--- src/rtl/qenc_gen_pkg.sv ---
//==============================================================================
// qenc_gen_pkg : shared types and constants for the quadrature-encoder generator
// Rev 1.0
//==============================================================================
`default_nettype none
`timescale 1ns/1ps

package qenc_gen_pkg;

    typedef enum logic [0:0] {
        S_IDLE = 1'b0,
        S_RUN  = 1'b1
    } state_t;

    localparam logic [1:0] c_addr_period = 2'd0;
    localparam logic [1:0] c_addr_launch = 2'd1;
    localparam logic [1:0] c_addr_sw     = 2'd2;
    localparam logic [1:0] c_addr_abort  = 2'd3;

    localparam int c_period_rst = 1000;

    // Gray-coded {A,B}; increasing phase makes A lead B (CW).
    function automatic logic [1:0] phase_to_ab(input logic [1:0] ph);
        logic [1:0] ab;
        case (ph)
            2'd0:    ab = 2'b00;
            2'd1:    ab = 2'b10;
            2'd2:    ab = 2'b11;
            default: ab = 2'b01;
        endcase
        return ab;
    endfunction

endpackage

`default_nettype wire

--- src/rtl/qenc_tick_gen.sv ---
//==============================================================================
// qenc_tick_gen : step-interval counter, one-cycle tick at terminal count
// Rev 1.0
//==============================================================================
`default_nettype none
`timescale 1ns/1ps

module qenc_tick_gen #(
    parameter int PW = 16
) (
    input  logic          clk,
    input  logic          reset,
    input  logic          enable,
    input  logic [PW-1:0] period,
    output logic          tick
);

    logic [PW-1:0] r_cnt;
    logic [PW-1:0] r_lim;
    logic [PW-1:0] w_peff;

    assign w_peff = (period < PW'(2)) ? PW'(2) : period;
    assign tick   = enable && (r_cnt == (r_lim - PW'(1)));

    // The limit is only reloaded at a wrap or while idle, so a period
    // change never shortens or stretches the interval in progress.
    always_ff @(posedge clk) begin
        if (!reset) begin
            r_cnt <= '0;
            r_lim <= PW'(2);
        end else if (!enable || tick) begin
            r_cnt <= '0;
            r_lim <= w_peff;
        end else begin
            r_cnt <= r_cnt + PW'(1);
        end
    end

endmodule

`default_nettype wire

--- src/rtl/chu_qenc_gen.sv ---
//==============================================================================
// chu_qenc_gen : MMIO slot emitting quadrature-encoder A/B steps and a switch level
// Rev 1.0
//==============================================================================
`default_nettype none
`timescale 1ns/1ps

module chu_qenc_gen
    import qenc_gen_pkg::*;
#(
    parameter int PW = 16
) (
    input  logic        clk,
    input  logic        reset,
    input  logic        cs,
    input  logic        read,
    input  logic        write,
    input  logic [4:0]  addr,
    input  logic [31:0] wr_data,
    output logic [31:0] rd_data,
    output logic        enc_a,
    output logic        enc_b,
    output logic        enc_sw
);

    state_t        r_state;
    logic [PW-1:0] r_period;
    logic [PW-1:0] r_remaining;
    logic          r_dir;
    logic [1:0]    r_phase;
    logic [31:0]   r_pos;
    logic          r_enc_a;
    logic          r_enc_b;
    logic          r_sw;

    logic          w_wr;
    logic          w_period_wr;
    logic          w_launch;
    logic          w_sw_wr;
    logic          w_abort;
    logic          w_busy;
    logic          w_tick;
    logic          w_tick_en;
    logic [1:0]    w_phase_nxt;
    logic [31:0]   w_rem32;
    logic          w_unused_ok;

    assign w_wr        = cs & write;
    assign w_busy      = (r_state == S_RUN);
    assign w_period_wr = w_wr && (addr[1:0] == c_addr_period);
    assign w_sw_wr     = w_wr && (addr[1:0] == c_addr_sw);
    assign w_launch    = w_wr && (addr[1:0] == c_addr_launch) && !w_busy
                         && (wr_data[PW-1:0] != '0);
    assign w_abort     = w_wr && (addr[1:0] == c_addr_abort) && w_busy;
    assign w_phase_nxt = r_dir ? (r_phase - 2'd1) : (r_phase + 2'd1);
    assign w_rem32     = 32'(r_remaining);

    // Abort also clears the counter on its own edge and blocks a coincident step.
    assign w_tick_en   = w_busy && !w_abort;

    assign w_unused_ok = ^{read, addr[4:2], wr_data};

    qenc_tick_gen #(
        .PW(PW)
    ) u_tick (
        .clk   (clk),
        .reset (reset),
        .enable(w_tick_en),
        .period(r_period),
        .tick  (w_tick)
    );

    always_ff @(posedge clk) begin
        if (!reset) begin
            r_state     <= S_IDLE;
            r_period    <= PW'(c_period_rst);
            r_remaining <= '0;
            r_dir       <= 1'b0;
            r_phase     <= 2'd0;
            r_pos       <= 32'd0;
            r_enc_a     <= 1'b0;
            r_enc_b     <= 1'b0;
            r_sw        <= 1'b0;
        end else begin
            if (w_period_wr) r_period <= wr_data[PW-1:0];
            if (w_sw_wr)     r_sw     <= wr_data[0];
            case (r_state)
                S_IDLE: begin
                    if (w_launch) begin
                        r_remaining <= wr_data[PW-1:0];
                        r_dir       <= wr_data[16];
                        r_state     <= S_RUN;
                    end
                end
                S_RUN: begin
                    if (w_abort) begin
                        r_remaining <= '0;
                        r_state     <= S_IDLE;
                    end else if (w_tick) begin
                        // A/B follow the next phase directly so the edge lands on the step clock.
                        r_phase            <= w_phase_nxt;
                        {r_enc_a, r_enc_b} <= phase_to_ab(w_phase_nxt);
                        r_remaining        <= r_remaining - PW'(1);
                        r_pos              <= r_dir ? (r_pos - 32'd1) : (r_pos + 32'd1);
                        if (r_remaining == PW'(1)) r_state <= S_IDLE;
                    end
                end
                default: r_state <= S_IDLE;
            endcase
        end
    end

    always_comb begin
        rd_data = 32'd0;
        case (addr[1:0])
            c_addr_period: rd_data = {w_rem32[15:0], 12'b0, r_phase, r_sw, w_busy};
            c_addr_launch: rd_data = 32'(r_period);
            c_addr_sw:     rd_data = r_pos;
            default:       rd_data = 32'd0;
        endcase
    end

    assign enc_a  = r_enc_a;
    assign enc_b  = r_enc_b;
    assign enc_sw = r_sw;

endmodule

`default_nettype wire

--- config.mk ---
export PLATFORM = sky130hd
export DESIGN_NAME = chu_qenc_gen
export DESIGN_NICKNAME = d
export VERILOG_FILES = /design/src/rtl/qenc_gen_pkg.sv /design/src/rtl/qenc_tick_gen.sv /design/src/rtl/chu_qenc_gen.sv
export SDC_FILE = /design/constraint.sdc
export NUM_CORES = 1
export LEC_CHECK = 0
export CAP_MARGIN = 10
export CORE_MARGIN = 2
export CORE_UTILIZATION = 55
export CTS_CLUSTER_SIZE = 10
export DETAILED_ROUTE_END_ITERATION = 10
export PLACE_DENSITY = 0.88
export SLEW_MARGIN = 20
export SYNTH_ARGS = -nofsm -noshare
export SYNTH_HDL_FRONTEND = slang
export SYNTH_HIERARCHICAL = 1
export SYNTH_SLANG_ARGS = --single-unit
--- constraint.sdc ---
create_clock -name clk -period 4.5 [get_ports clk]
set_input_delay 0.9 -clock clk [delete_from_list [all_inputs] [get_ports clk]]
set_output_delay 0.9 -clock clk [all_outputs]
set_load 0.02 [all_outputs]
# Word-level counts from Yosys, hierarchy flattened
# Index checks and enable logic that the tools add are counted.
[classes] add_sub_neg=7 n_lt_le_gt_ge=1 n_eq_ne=9 muxes=14 bitwise=4 reduce_logical=20
[ops] cell="one-hot mux 32 bit (3 select lines)" n=1
[ops] cell="2-to-1 mux 16 bit" n=4
[ops] cell="adder 32 x 1 -> 32 bit, second input constant" n=1
[ops] cell="2-to-1 mux 32 bit" n=1
[ops] cell="one-hot mux 16 bit (2 select lines)" n=1
[ops] cell="subtractor 16 x 1 -> 16 bit, second input constant" n=2
[ops] cell="subtractor 32 x 1 -> 32 bit, second input constant" n=1
[ops] cell="adder 16 x 1 -> 16 bit, second input constant" n=1
[ops] cell="equality test 16 x 1 -> 1 bit, second input constant" n=1
[ops] cell="equality test 16 bit" n=1
[ops] cell="< comparator 16 x 2 -> 1 bit, second input constant" n=1
[ops] cell="nonzero test 16 bit" n=1
[ops] cell="logical AND 1 bit" n=9
[ops] cell="equality test 2 bit, second input constant" n=3
[ops] cell="one-hot mux 2 bit (3 select lines)" n=1
[ops] cell="equality test 2 x 1 -> 1 bit, second input constant" n=2
[ops] cell="logical NOT 2 bit" n=2
[ops] cell="2-to-1 mux 1 bit" n=4
[ops] cell="AND reduction 2 bit" n=2
[ops] cell="logical NOT 1 bit" n=3
[ops] cell="inequality test 3 x 1 -> 1 bit, second input constant" n=1
[ops] cell="inverter 1 bit" n=3
[ops] cell="AND reduction 3 bit" n=1
[ops] cell="adder 2 x 1 -> 2 bit, second input constant" n=1
[ops] cell="other kinds (7)" n=7
[word_totals] ff_bits=103 in_bits=42 output_inout_bits=35 elab_cells=66

# Longest topological paths before layout
# Gate-level depths: netlist of run 1.
[depth] ltp_word=9 depth_mapped=14

# By module
# Netlist of run 1, hierarchy kept.
[by_module_without_submodules] module="chu_qenc_gen" n_inst=1 cells_per_inst=694 area_each_um2=5213.8 seq_area_each_um2=1421.4
[by_module_without_submodules] module="qenc_tick_gen" n_inst=1 cells_per_inst=234 area_each_um2=1935.6 seq_area_each_um2=640.6

# Least setup slack after synthesis of run 1
# Ideal clock, no wire load.
[synth_timing] kind="reg-to-reg" start="register u_tick.r_lim[5]" end="register r_pos[26]" t_arrival_ns=3.654 required_time_ns=4.421 path_slack_ns=0.767 stages_incl_launch_ff=14 path_buffers=4 period_less_slack_ns=3.733 path_cell_list="dfxtp_1 -> buf_6 -> or4_1 -> buf_2 -> or4_4 -> or4_1 -> a21oi_2 -> o211ai_2 -> nor3_1 -> and2_1 -> clkbuf_1 -> clkbuf_1 -> nand3_1 -> o211ai_1"
[synth_via] elab_chain_len=4
[synth_lines] item="start, declared" line_no="qenc_tick_gen.sv:19" text="logic [PW-1:0] r_lim;"
[synth_lines] item="start signal, assigned" line_no="qenc_tick_gen.sv:33" text="r_lim <= w_peff;"
[synth_lines] item="subtractor 16 x 1 -> 16 bit" line_no="qenc_tick_gen.sv:23" text="assign tick = enable && (r_cnt == (r_lim - PW'(1)));"
[synth_lines] item="equality test 16 bit" line_no="qenc_tick_gen.sv:23"
[synth_lines] item="logical AND 1 bit" line_no="qenc_tick_gen.sv:23"
[synth_lines] item="net w_tick" line_no="chu_qenc_gen.sv:42" text="logic w_tick;"
[synth_lines] item="AND reduction 3 bit (no source line)"
[synth_lines] item="end signal, assigned" line_no="chu_qenc_gen.sv:104" text="r_pos <= r_dir ? (r_pos - 32'd1) : (r_pos + 32'd1);"
[synth_lines] item="end, declared" line_no="chu_qenc_gen.sv:31" text="logic [31:0] r_pos;"
# The timed path passes the listed nets, and every way through them passes these cells.
# A chain may end at the register's enable or synchronous reset.

# Final worst setup path of run 1
[layout_timing] start="register u_tick.r_lim[3]" end="register r_pos[8]"
# The elaborated chain is that of the path after synthesis.

==> flow_summary_export.csv, run 1 <==
group,metric,value,unit
worst_setup_path,r2r_slack,0.34,ns
worst_setup_path,cp_max_fo,25,
drt,wirelength,19.2,mm
yosys,syn_inst,928,
yosys,synth_edf_count,0,
die,start_util,0.564,
clock_tree,postCtsHoldBufs,0,
global_routing,grt_util_met3,0.0635,
yosys,synth_flop_cell,"dfxtp_1",
clock_tree,root_buffer,"clkbuf_16",
clock_tree,ctsLongestPathBuffers,2,
global_routing,use_met2,0.432,
clock_tree,cts_sinks,103,
yosys,seq_area_frac_synth,0.288,
sta,rsz0062_at_grt,"false",
sta,setup_viol,0,
layout,multi_input_area,0.00474,mm2
clock_tree,clkTransAtPathRegs,0.07,ns
layout,drive_gt1_frac,0.0535,
sta,timing.fmax,241,MHz
worst_setup_path,slowest_stage,"or4_1",
yosys,synth_async_sr_flop_share,0,
drt,drtIter0Drc,822,
die,die_height,118,um
clock_tree,cts_setup_buffers,0,
global_routing,use_met1,0.366,
drt,avgViaCountPerCell,6.15,
global_routing,grt_max_degree,55,
sta,fin_crit,4.16,ns
layout,fillers,1060,
drt,drc,0,
worst_setup_path,path_cells,"or4_1, or4_4, or4_1, a21oi_2, o211ai_2, nor3_2, and2_1, buf_4, o21ai_0, nor2_1, a21oi_1, nor2_1",
clock_tree,post_cts_resized,0,
yosys,synthesis.nets,1005,
layout,finish.utilization,0.637,
worst_setup_path,worstPathArrival,4.45,ns
die,core,0.0127,mm2
clock_tree,cts_max_level,3,
sta,setup-tns-final,0,ns
clock_tree,insertion_delay,0.36,ns
worst_setup_path,required,4.79,ns
global_routing,busiest_layer,"met2",
global_routing,grt_pass1_vias,6378,
yosys,ys_warn_count,6,
run_status,outcome,"finished, final reports clean",
worst_setup_path,setup.worst_path.end_class,"flip-flop",
yosys,mappedNetlistArea,0.00715,mm2
power_and_ir_drop,power-per-cell-area,249,mW/mm2
yosys,ys_ff_latch,103,
worst_setup_path,critPathMaxStageDelay,0.69,ns
placed_design,gp_routability_congestion,0.951,
layout,antenna_cells,0,
drt,firstDrtPassIters,5,
yosys,synth_top_area_cell,"dfxtp_1",
drt,antenna_left,0,
sta,relSlewSlack,0.295,
worst_setup_path,critPathLaunchType,"flip-flop",
global_routing,antenna_found_initial,0,
drt,via_count,6924,
job,max_cap_viol_count,0,
sta,skew,0.00778,ns
worst_setup_path,crit_type,"reg -> reg",
global_routing,grtUsageTotal,0.273,
yosys,postSynthAreaPerCell,7.70,um2
die,die-area,0.0139,mm2
yosys,yosysUniqueCellTypes,73,
placed_design,io_buffers,57,
power_and_ir_drop,leakagePower,3.31,nW
layout,fin_nets,1026,
die,fp-row-count,41,
die,die_w,118,um
sta,drv_slew,0,
power_and_ir_drop,irDropWorstVdd,259,uV
clock_tree,cts_tree,"done",
hold_path,hp-class,"reg -> reg",
die,top_level_ports,77,
global_routing,grt.overflow.total,0,
global_routing,grt_pass1_wl,31.5,mm
layout,areaGrowthSynthToFinish,12.8,%
placed_design,dp_hpwl,13.9,mm
yosys,synth_top_area_share,0.288,
layout,area.sequential,0.00206,mm2
clock_tree,cts_buffers,9,
sta,fin_crit_sh,0.924,
sta,hold_viol_final,0,
sta,worst_slew_pin_slew,1.06,ns
drt,routedWlPerCell,17.1,um
yosys,netlist_top_cells_area,"dfxtp_1 (29%), nand2_1 (7.2%), ha_1 (6.0%)",
-- where the power goes --
part / switching [W] / internal [W] / leakage [nW] / total (W)
Clock: 0.000365 / 0.000432 / 0.138 / 0.000797
Combinational: 0.000150 / 0.000102 / 2.34 / 0.000252
Sequential: 0.0000314 / 0.000928 / 0.834 / 0.000960
-- layer usage --
metal,part of all wire,up-vias,wire length [um]
met5,0,-,0
met4,0.030,0,577
met3,0.092,48,1770
met2,0.45,328,8700
met1,0.43,3191,8180
li1,-,3357,-
-- cell usage after synthesis, types with 27 or more instances --
cell and instances:
a21oi_1 75, clkbuf_1 45, dfxtp_1 103, ha_1 34
mux2i_1 39, nand2_1 137, nand3_1 28, nor2_1 85
nor3_1 27, o21ai_0 39, xnor2_1 38
-- kinds of logic after synthesis --
logic type | share of synthesized area
DFF | 0.288
xor gates and xnor gates | 0.0772
AOI/OAI and AO/OA | 0.232
adders and majority gates | 0.0623
muxes | 0.0546
and+or+nand+nor | 0.236
buffers and inverters | 0.0490
-- path summary, 6_finish.rpt --
kind,startpoint,endpoint,cells after the start
worst max-delay path,u_tick/r_lim[3]$_SDFFE_PN0P_,r_pos[8]$_SDFFE_PN0P_,12
worst min-delay path,enc_b$_SDFFE_PN0P_,enc_b$_SDFFE_PN0P_,2
worst max register to register,u_tick/r_lim[3]$_SDFFE_PN0P_,r_pos[8]$_SDFFE_PN0P_,12
worst min register to register,enc_b$_SDFFE_PN0P_,enc_b$_SDFFE_PN0P_,2
-- critical path, delay by kind of cell (launching register included) --
family                 cells  cell delay [ns]
AO/OA/AOI/OAI              4             0.56
flip-flops                 1             0.39
buffers and inverters      1             0.36
AND/OR/NAND/NOR            7             2.77
-- final cells by class --
type / instances / share of cell area
timing repair buffer: 70 / 0.0822
multi-input combinational: 742 / 0.588
inverter: 23 / 0.0107
clock buffer: 9 / 0.0279
sequential: 103 / 0.256
clock inverter: 6 / 0.00884
tap: 172 / 0.0267
-- flip-flops by register name (all words and copies together), names as in the netlist --
| register | count |
|---|---|
| enc_sw | 1 |
| r_remaining | 16 |
| u_tick/r_lim | 16 |
| r_pos | 32 |
| u_tick/r_cnt | 16 |
| r_dir | 1 |
| enc_b | 1 |
| r_phase | 2 |
| r_period | 16 |
| enc_a | 1 |
| r_state | 1 |
-- per-stage QoR --
step | power, W | cell area [um2] | hold slack, ns | setup slack [ns] | instances
after global routing | 0.00208 | 8070 | 0.490 | 0.202 | 1125
final | 0.00201 | 8070 | 0.453 | 0.344 | 1125
after detailed placement | 0.00122 | 7760 | 0.446 | 0.307 | 1110
after floorplan | 0.00114 | 7150 | 0.442 | 0.767 | 928
after global placement | 0.00122 | 7760 | 0.441 | 0.316 | 1110
after CTS | 0.00201 | 8060 | 0.454 | 0.225 | 1125
-- placed cells by master (no fill, tap or decap), drive strengths merged, types with 6 or more instances in the layout --
master	Yosys	final
or4	6	6
a22o	13	13
o21bai	6	6
xor2	25	25
buf	15	14
o21a	7	7
clkdlybuf4s50	0	56
o211ai	11	11
nand2	137	137
clkbuf	45	9
a211oi	9	9
nor2b	8	8
inv	23	23
nand4	11	11
ha	34	34
or3	6	6
nand3	29	29
and3	12	12
o21ai	43	43
a21o	25	25
nor4	16	16
nor3	27	27
xnor2	38	38
a21oi	80	80
mux2i	39	39
dfxtp	103	103
nor2	85	85
No activity file was read; power rests on OpenSTA's default activity.
==> run 2, diff against run 1 <==
--- a/config.mk
+++ b/config.mk
@@ -5,9 +5,11 @@
 export SDC_FILE = /design/constraint.sdc
 export NUM_CORES = 1
 export LEC_CHECK = 0
-export CAP_MARGIN = 10
+export CAP_MARGIN = 20
+export CORE_ASPECT_RATIO = 1.5
 export CORE_MARGIN = 2
 export CORE_UTILIZATION = 55
+export CTS_CLUSTER_DIAMETER = 200
 export CTS_CLUSTER_SIZE = 10
 export DETAILED_ROUTE_END_ITERATION = 10
 export PLACE_DENSITY = 0.88
==> run 2 against run 1 <==
  * Wire length increased by 3.4%
  * Global-route usage is 1.0 points higher
  * Combinational power increased by 3%
  * First-iteration DRC count shrank 40%
  * Cell count down 0.80%
==> flow_summary_export.csv, run 2 (synthesis results as in run 1) <==
group,metric,value,unit
power_and_ir_drop,irDropWorstVdd,178,uV
power_and_ir_drop,p_comb_frac,0.130,
sta,fin_crit,3.99,ns
sta,timing.fmax,251,MHz
drt,antenna_left,0,
clock_tree,postCtsHoldBufs,0,
placed_design,dpl_cell_area,0.00779,mm2
hold_path,whs_path_depth,2,
die,core,0.0128,mm2
hold_path,hold_end,"enc_b$_SDFFE_PN0P_",
drt,via_count,7061,
drt,routedWlPerCell,17.8,um
global_routing,antenna_found_initial,0,
drt,firstDrtPassIters,5,
power_and_ir_drop,clkPwrFrac,0.391,
worst_setup_path,r2r_end,"r_pos[31]$_SDFFE_PN0P_",
sta,hold_viol_final,0,
layout,finish.utilization,0.630,
hold_path,hp-class,"reg -> reg",
layout,layout_commonest_cell,"nand2_1",
power_and_ir_drop,netSwitchingPower,0.000555,W
clock_tree,cts_max_level,3,
global_routing,grt_pass1_wl,32.5,mm
drt,drc,0,
sta,fin_crit_sh,0.887,
power_and_ir_drop,internal-power,0.00144,W
worst_setup_path,r2r-start,"u_tick/r_lim[3]$_SDFFE_PN0P_",
sta,worst_slew_pin_slew,0.940,ns
power_and_ir_drop,pwr-share-seq,0.480,
layout,drive_gt1_frac,0.0575,
layout,antenna_cells,0,
layout,fin_nets,1030,
worst_setup_path,cp_max_fo,10,
clock_tree,cts_tree,"done",
sta,rsz0062_at_grt,"false",
global_routing,use_met1,0.324,
drt,drtIter0Drc,497,
worst_setup_path,setup.worst_path.end_class,"flip-flop",
die,die_w,97.1,um
clock_tree,cts_setup_buffers,0,
drt,avgViaCountPerCell,6.33,
layout,final_area,0.00808,mm2
die,fp-row-count,51,
global_routing,grt_max_degree,55,
sta,drv_slew,0,
worst_setup_path,crit_type,"reg -> reg",
placed_design,dp_hpwl,14.5,mm
hold_path,worstHoldStart,"enc_b$_SDFFE_PN0P_",
layout,fillers,1083,
sta,setup_viol,0,
drt,wirelength,19.9,mm
worst_setup_path,required,4.80,ns
clock_tree,ctsLongestPathBuffers,2,
die,start_util,0.557,
power_and_ir_drop,power-per-cell-area,247,mW/mm2
layout,regMostFlops,"r_pos",
global_routing,busiest_layer,"met2",
placed_design,io_buffers,57,
worst_setup_path,critPathLaunchType,"flip-flop",
worst_setup_path,r2r_cells,10,
die,die_height,144,um
die,top_level_ports,77,
clock_tree,insertion_delay,0.36,ns
worst_setup_path,worstPathArrival,4.29,ns
sta,skew,0.0150,ns
die,die-area,0.0139,mm2
run_status,outcome,"finished, final reports clean",
global_routing,grt.overflow.total,0,
clock_tree,cts_buffers,9,
power_and_ir_drop,swShare,0.278,
global_routing,grt_util_met3,0.0379,
global_routing,grt_pass1_vias,6798,
sta,relSlewSlack,0.373,
worst_setup_path,r2r_slack,0.51,ns
power_and_ir_drop,leakagePower,3.34,nW
clock_tree,clkTransAtPathRegs,0.08,ns
sta,setup-tns-final,0,ns
clock_tree,post_cts_resized,0,
layout,mostFrequentLayoutCells,"nand2_1 (137), dfxtp_1 (103), nor2_1 (85), a21oi_1 (75), clkdlybuf4s50_1 (56)",
clock_tree,cts_sinks,103,
sta,setup_slack,0.508,ns
layout,areaGrowthSynthToFinish,13.0,%
layout,largest_register_ffs,32,
global_routing,use_met2,0.497,
placed_design,pre_cts_slack,0.577,ns
job,max_cap_viol_count,0,
placed_design,gp_routability_congestion,0.928,
clock_tree,root_buffer,"clkbuf_16",
global_routing,grtUsageTotal,0.283,
run 2: power groups by stage:
| stage | clock (W) | combinational [W] | sequential [W] |
|---|---|---|---|
| 2_1_floorplan | 0 | 0.000179 | 0.000966 |
| 3_3_place_gp | 0 | 0.000247 | 0.000976 |
| 3_5_place_dp | 0 | 0.000253 | 0.000978 |
| 4_1_cts | 0.000788 | 0.000255 | 0.000956 |
| 5_1_grt | 0.000825 | 0.000280 | 0.000960 |
| 6_report | 0.000781 | 0.000259 | 0.000958 |
run 2: stage by stage:
step	hold slack, ns	total power, W	cells
after floorplan	0.442	0.00114	928
after global placement	0.449	0.00122	1101
after detailed placement	0.450	0.00123	1101
after CTS	0.463	0.00200	1116
after global routing	0.480	0.00207	1116
final	0.461	0.00200	1116
run 2: how the worst max path moves through the flow:
stage                                       end  depth (start not counted)                    startpoint
floorplan                r_pos[26]$_SDFFE_PN0P_                         13  u_tick/r_lim[5]$_SDFFE_PN0P_
global placement    r_remaining[4]$_SDFFE_PN0P_                         11                       addr[1]
detailed placement  r_remaining[4]$_SDFFE_PN0P_                         12                       addr[1]
CTS                      r_pos[31]$_SDFFE_PN0P_                         10  u_tick/r_lim[3]$_SDFFE_PN0P_
global route             r_pos[31]$_SDFFE_PN0P_                         13  u_tick/r_lim[3]$_SDFFE_PN0P_
finish                   r_pos[31]$_SDFFE_PN0P_                         10  u_tick/r_lim[3]$_SDFFE_PN0P_
run 2: area by class of cell:
cell class | count | area [um2] | area share
Inverter | 23 | 86.3 | 0.0107
Clock buffer | 11 | 253 | 0.0313
Clock inverter | 4 | 36.3 | 0.00449
Sequential cell | 103 | 2060 | 0.255
Timing Repair Buffer | 74 | 706 | 0.0873
Multi-Input combinational cell | 742 | 4740 | 0.586
Tap cell | 159 | 199 | 0.0246
run 2: layer usage:
metal / wire, um / up-vias / share of wire
met3: 1160 / 86 / 0.058
met1: 7710 / 3310 / 0.39
li1: - / 3364 / -
met5: 0 / - / 0
met4: 1150 / 0 / 0.058
met2: 9860 / 301 / 0.50
run 2: critical path, cell delays in order (launching register included):
cell and delay (ns):
dfxtp_1 0.37, or4_1 0.68, or4_4 0.60, or4_1 0.51, a21oi_2 0.17, o211ai_2 0.15
nor3_1 0.27, and2_1 0.52, nand4b_1 0.17, o211ai_1 0.29, mux2i_1 0.20
==> run 3, diff against run 2 <==
--- a/config.mk
+++ b/config.mk
@@ -6,14 +6,15 @@
 export NUM_CORES = 1
 export LEC_CHECK = 0
 export CAP_MARGIN = 20
+export CELL_PAD_IN_SITES_DETAIL_PLACEMENT = 1
+export CELL_PAD_IN_SITES_GLOBAL_PLACEMENT = 1
 export CORE_ASPECT_RATIO = 1.5
 export CORE_MARGIN = 2
-export CORE_UTILIZATION = 55
+export CORE_UTILIZATION = 43
 export CTS_CLUSTER_DIAMETER = 200
 export CTS_CLUSTER_SIZE = 10
 export DETAILED_ROUTE_END_ITERATION = 10
-export PLACE_DENSITY = 0.88
-export SLEW_MARGIN = 20
+export PLACE_DENSITY = 0.92
 export SYNTH_ARGS = -nofsm -noshare
 export SYNTH_HDL_FRONTEND = slang
 export SYNTH_HIERARCHICAL = 1
==> run 3 against run 2 <==
  * Critical path depth increased by 2
  * Design area increased by 0.48%
  * Via count increased by 0.75%
  * Flip-flop and latch count unchanged
  * Combinational power increased by 3%
  * Sequential share of layout area decreased by 0.12 points
  * Non-clock buffer count unchanged
==> flow_summary_export.csv, run 3 (synthesis results as in run 1) <==
group,metric,value,unit
drt,via_count,7114,
global_routing,grtUsageTotal,0.274,
clock_tree,cts_sinks,103,
sta,timing.hold.ws,0.476,ns
layout,fin_nets,1030,
worst_setup_path,critPathLaunchType,"flip-flop",
worst_setup_path,required,4.79,ns
worst_setup_path,r2r_cells,12,
die,top_level_ports,77,
placed_design,io_buffers,57,
die,fp-row-count,57,
layout,areaGrowthSynthToFinish,13.5,%
drt,drtIter0Drc,340,
clock_tree,clkTransAtPathRegs,0.08,ns
die,start_util,0.440,
worst_setup_path,setup.worst_path.end_class,"flip-flop",
drt,routedWlPerCell,20.2,um
layout,regMostFlops,"r_pos",
clock_tree,root_buffer,"clkbuf_16",
job,max_cap_viol_count,0,
clock_tree,cts_tree,"done",
placed_design,gp_routability_congestion,0.884,
worst_setup_path,cp_max_fo,36,
worst_setup_path,crit_type,"reg -> reg",
drt,drc,0,
placed_design,dp_hpwl,17.7,mm
hold_path,hp-class,"reg -> reg",
sta,setup_viol,0,
clock_tree,cts_setup_buffers,0,
sta,rsz0062_at_grt,"false",
clock_tree,insertion_delay,0.37,ns
power_and_ir_drop,irDropWorstVdd,164,uV
layout,drive_gt1_frac,0.0585,
sta,drv_slew,0,
global_routing,grt.overflow.total,0,
sta,setup-tns-final,0,ns
drt,avgViaCountPerCell,6.11,
drt,antenna_left,0,
layout,layout_commonest_cell,"nand2_1",
sta,worst_slew_pin_slew,1.02,ns
sta,fin_crit,4.14,ns
global_routing,antenna_found_initial,0,
run_status,outcome,"finished, final reports clean",
worst_setup_path,worstPathArrival,4.43,ns
power_and_ir_drop,leakagePower,3.33,nW
layout,largest_register_ffs,32,
drt,wirelength,23.5,mm
die,die_w,109,um
die,core,0.0163,mm2
sta,hold_viol_final,0,
sta,relSlewSlack,0.320,
global_routing,grt_max_degree,47,
power_and_ir_drop,power-per-cell-area,246,mW/mm2
sta,fin_crit_sh,0.921,
die,die-area,0.0177,mm2
clock_tree,cts_buffers,9,
sta,timing.fmax,241,MHz
sta,skew,0.0151,ns
layout,mostFrequentLayoutCells,"nand2_1 (137), dfxtp_1 (103), nor2_1 (85), a21oi_1 (75), clkdlybuf4s50_1 (56)",
layout,antenna_cells,0,
hold_path,whs_path_depth,2,
drt,firstDrtPassIters,4,
clock_tree,ctsLongestPathBuffers,2,
global_routing,grt_pass1_vias,7440,
die,die_height,162,um
clock_tree,cts_max_level,3,
global_routing,grt_pass1_wl,38.1,mm
run 3: cell count changes in the layout (fill, tap and decap cells not counted), sizes merged:
cell and change:
inv -3, clkinvlp +1, clkinv +3
run 3: layout make-up:
type | count | area [um2]
multi-input cells | 742 | 4740
inverters | 23 | 86.3
clock inverters | 5 | 33.8
repair buffers | 74 | 693
flip-flops and latches | 103 | 2060
fillers | 2021 | 8140
well taps | 206 | 258
clock buffers | 11 | 243
run 3: through the flow:
step	std cells	total power (W)	area, um2	util	worst slack [ns]
2_1_floorplan	928	0.00114	7150	-	0.767
3_3_place_gp	1148	0.00123	7840	0.482	0.393
3_5_place_dp	1148	0.00124	7840	0.482	0.271
4_1_cts	1164	0.00200	8110	0.499	0.218
5_1_grt	1164	0.00207	8120	0.499	0.127
6_report	1164	0.00200	8120	0.499	0.357
run 3: power breakdown:
group          switching (W)  internal (W)  leakage, nW
Clock               0.000378      0.000391        0.132
Combinational       0.000164      0.000104         2.36
Sequential         0.0000312      0.000928        0.834
Total               0.000573       0.00142         3.33
run 3: critical path, cell delays in order (launching register included):
cell,delay [ns]
dfxtp_1,0.38
or4_1,0.70
or4_4,0.62
xnor2_1,0.19
a211oi_1,0.31
o211ai_1,0.33
nor3_2,0.45
nand2_1,0.11
buf_4,0.28
nor3_1,0.20
o211ai_1,0.12
o211ai_1,0.14
mux2i_1,0.24
run 3: timing repair:
action                     4_1_cts  5_1_grt
resized for setup                0        1
setup endpoints to repair        0        5
hold buffers                     0        0
run 3: path summary, 6_finish.rpt:
path                                 from                      to  slack, ns
max          u_tick/r_lim[3]$_SDFFE_PN0P_  r_pos[31]$_SDFFE_PN0P_       0.36
min                    enc_b$_SDFFE_PN0P_      enc_b$_SDFFE_PN0P_       0.48
max reg2reg  u_tick/r_lim[3]$_SDFFE_PN0P_  r_pos[31]$_SDFFE_PN0P_       0.36
min reg2reg            enc_b$_SDFFE_PN0P_      enc_b$_SDFFE_PN0P_       0.48
run 3: routing by layer:
layer | global-route usage | part of all wire
met2 | 0.481 | 0.51
met4 | 0.162 | 0.052
met1 | 0.315 | 0.40
met3 | 0.0273 | 0.031
met5 | 0 | 0
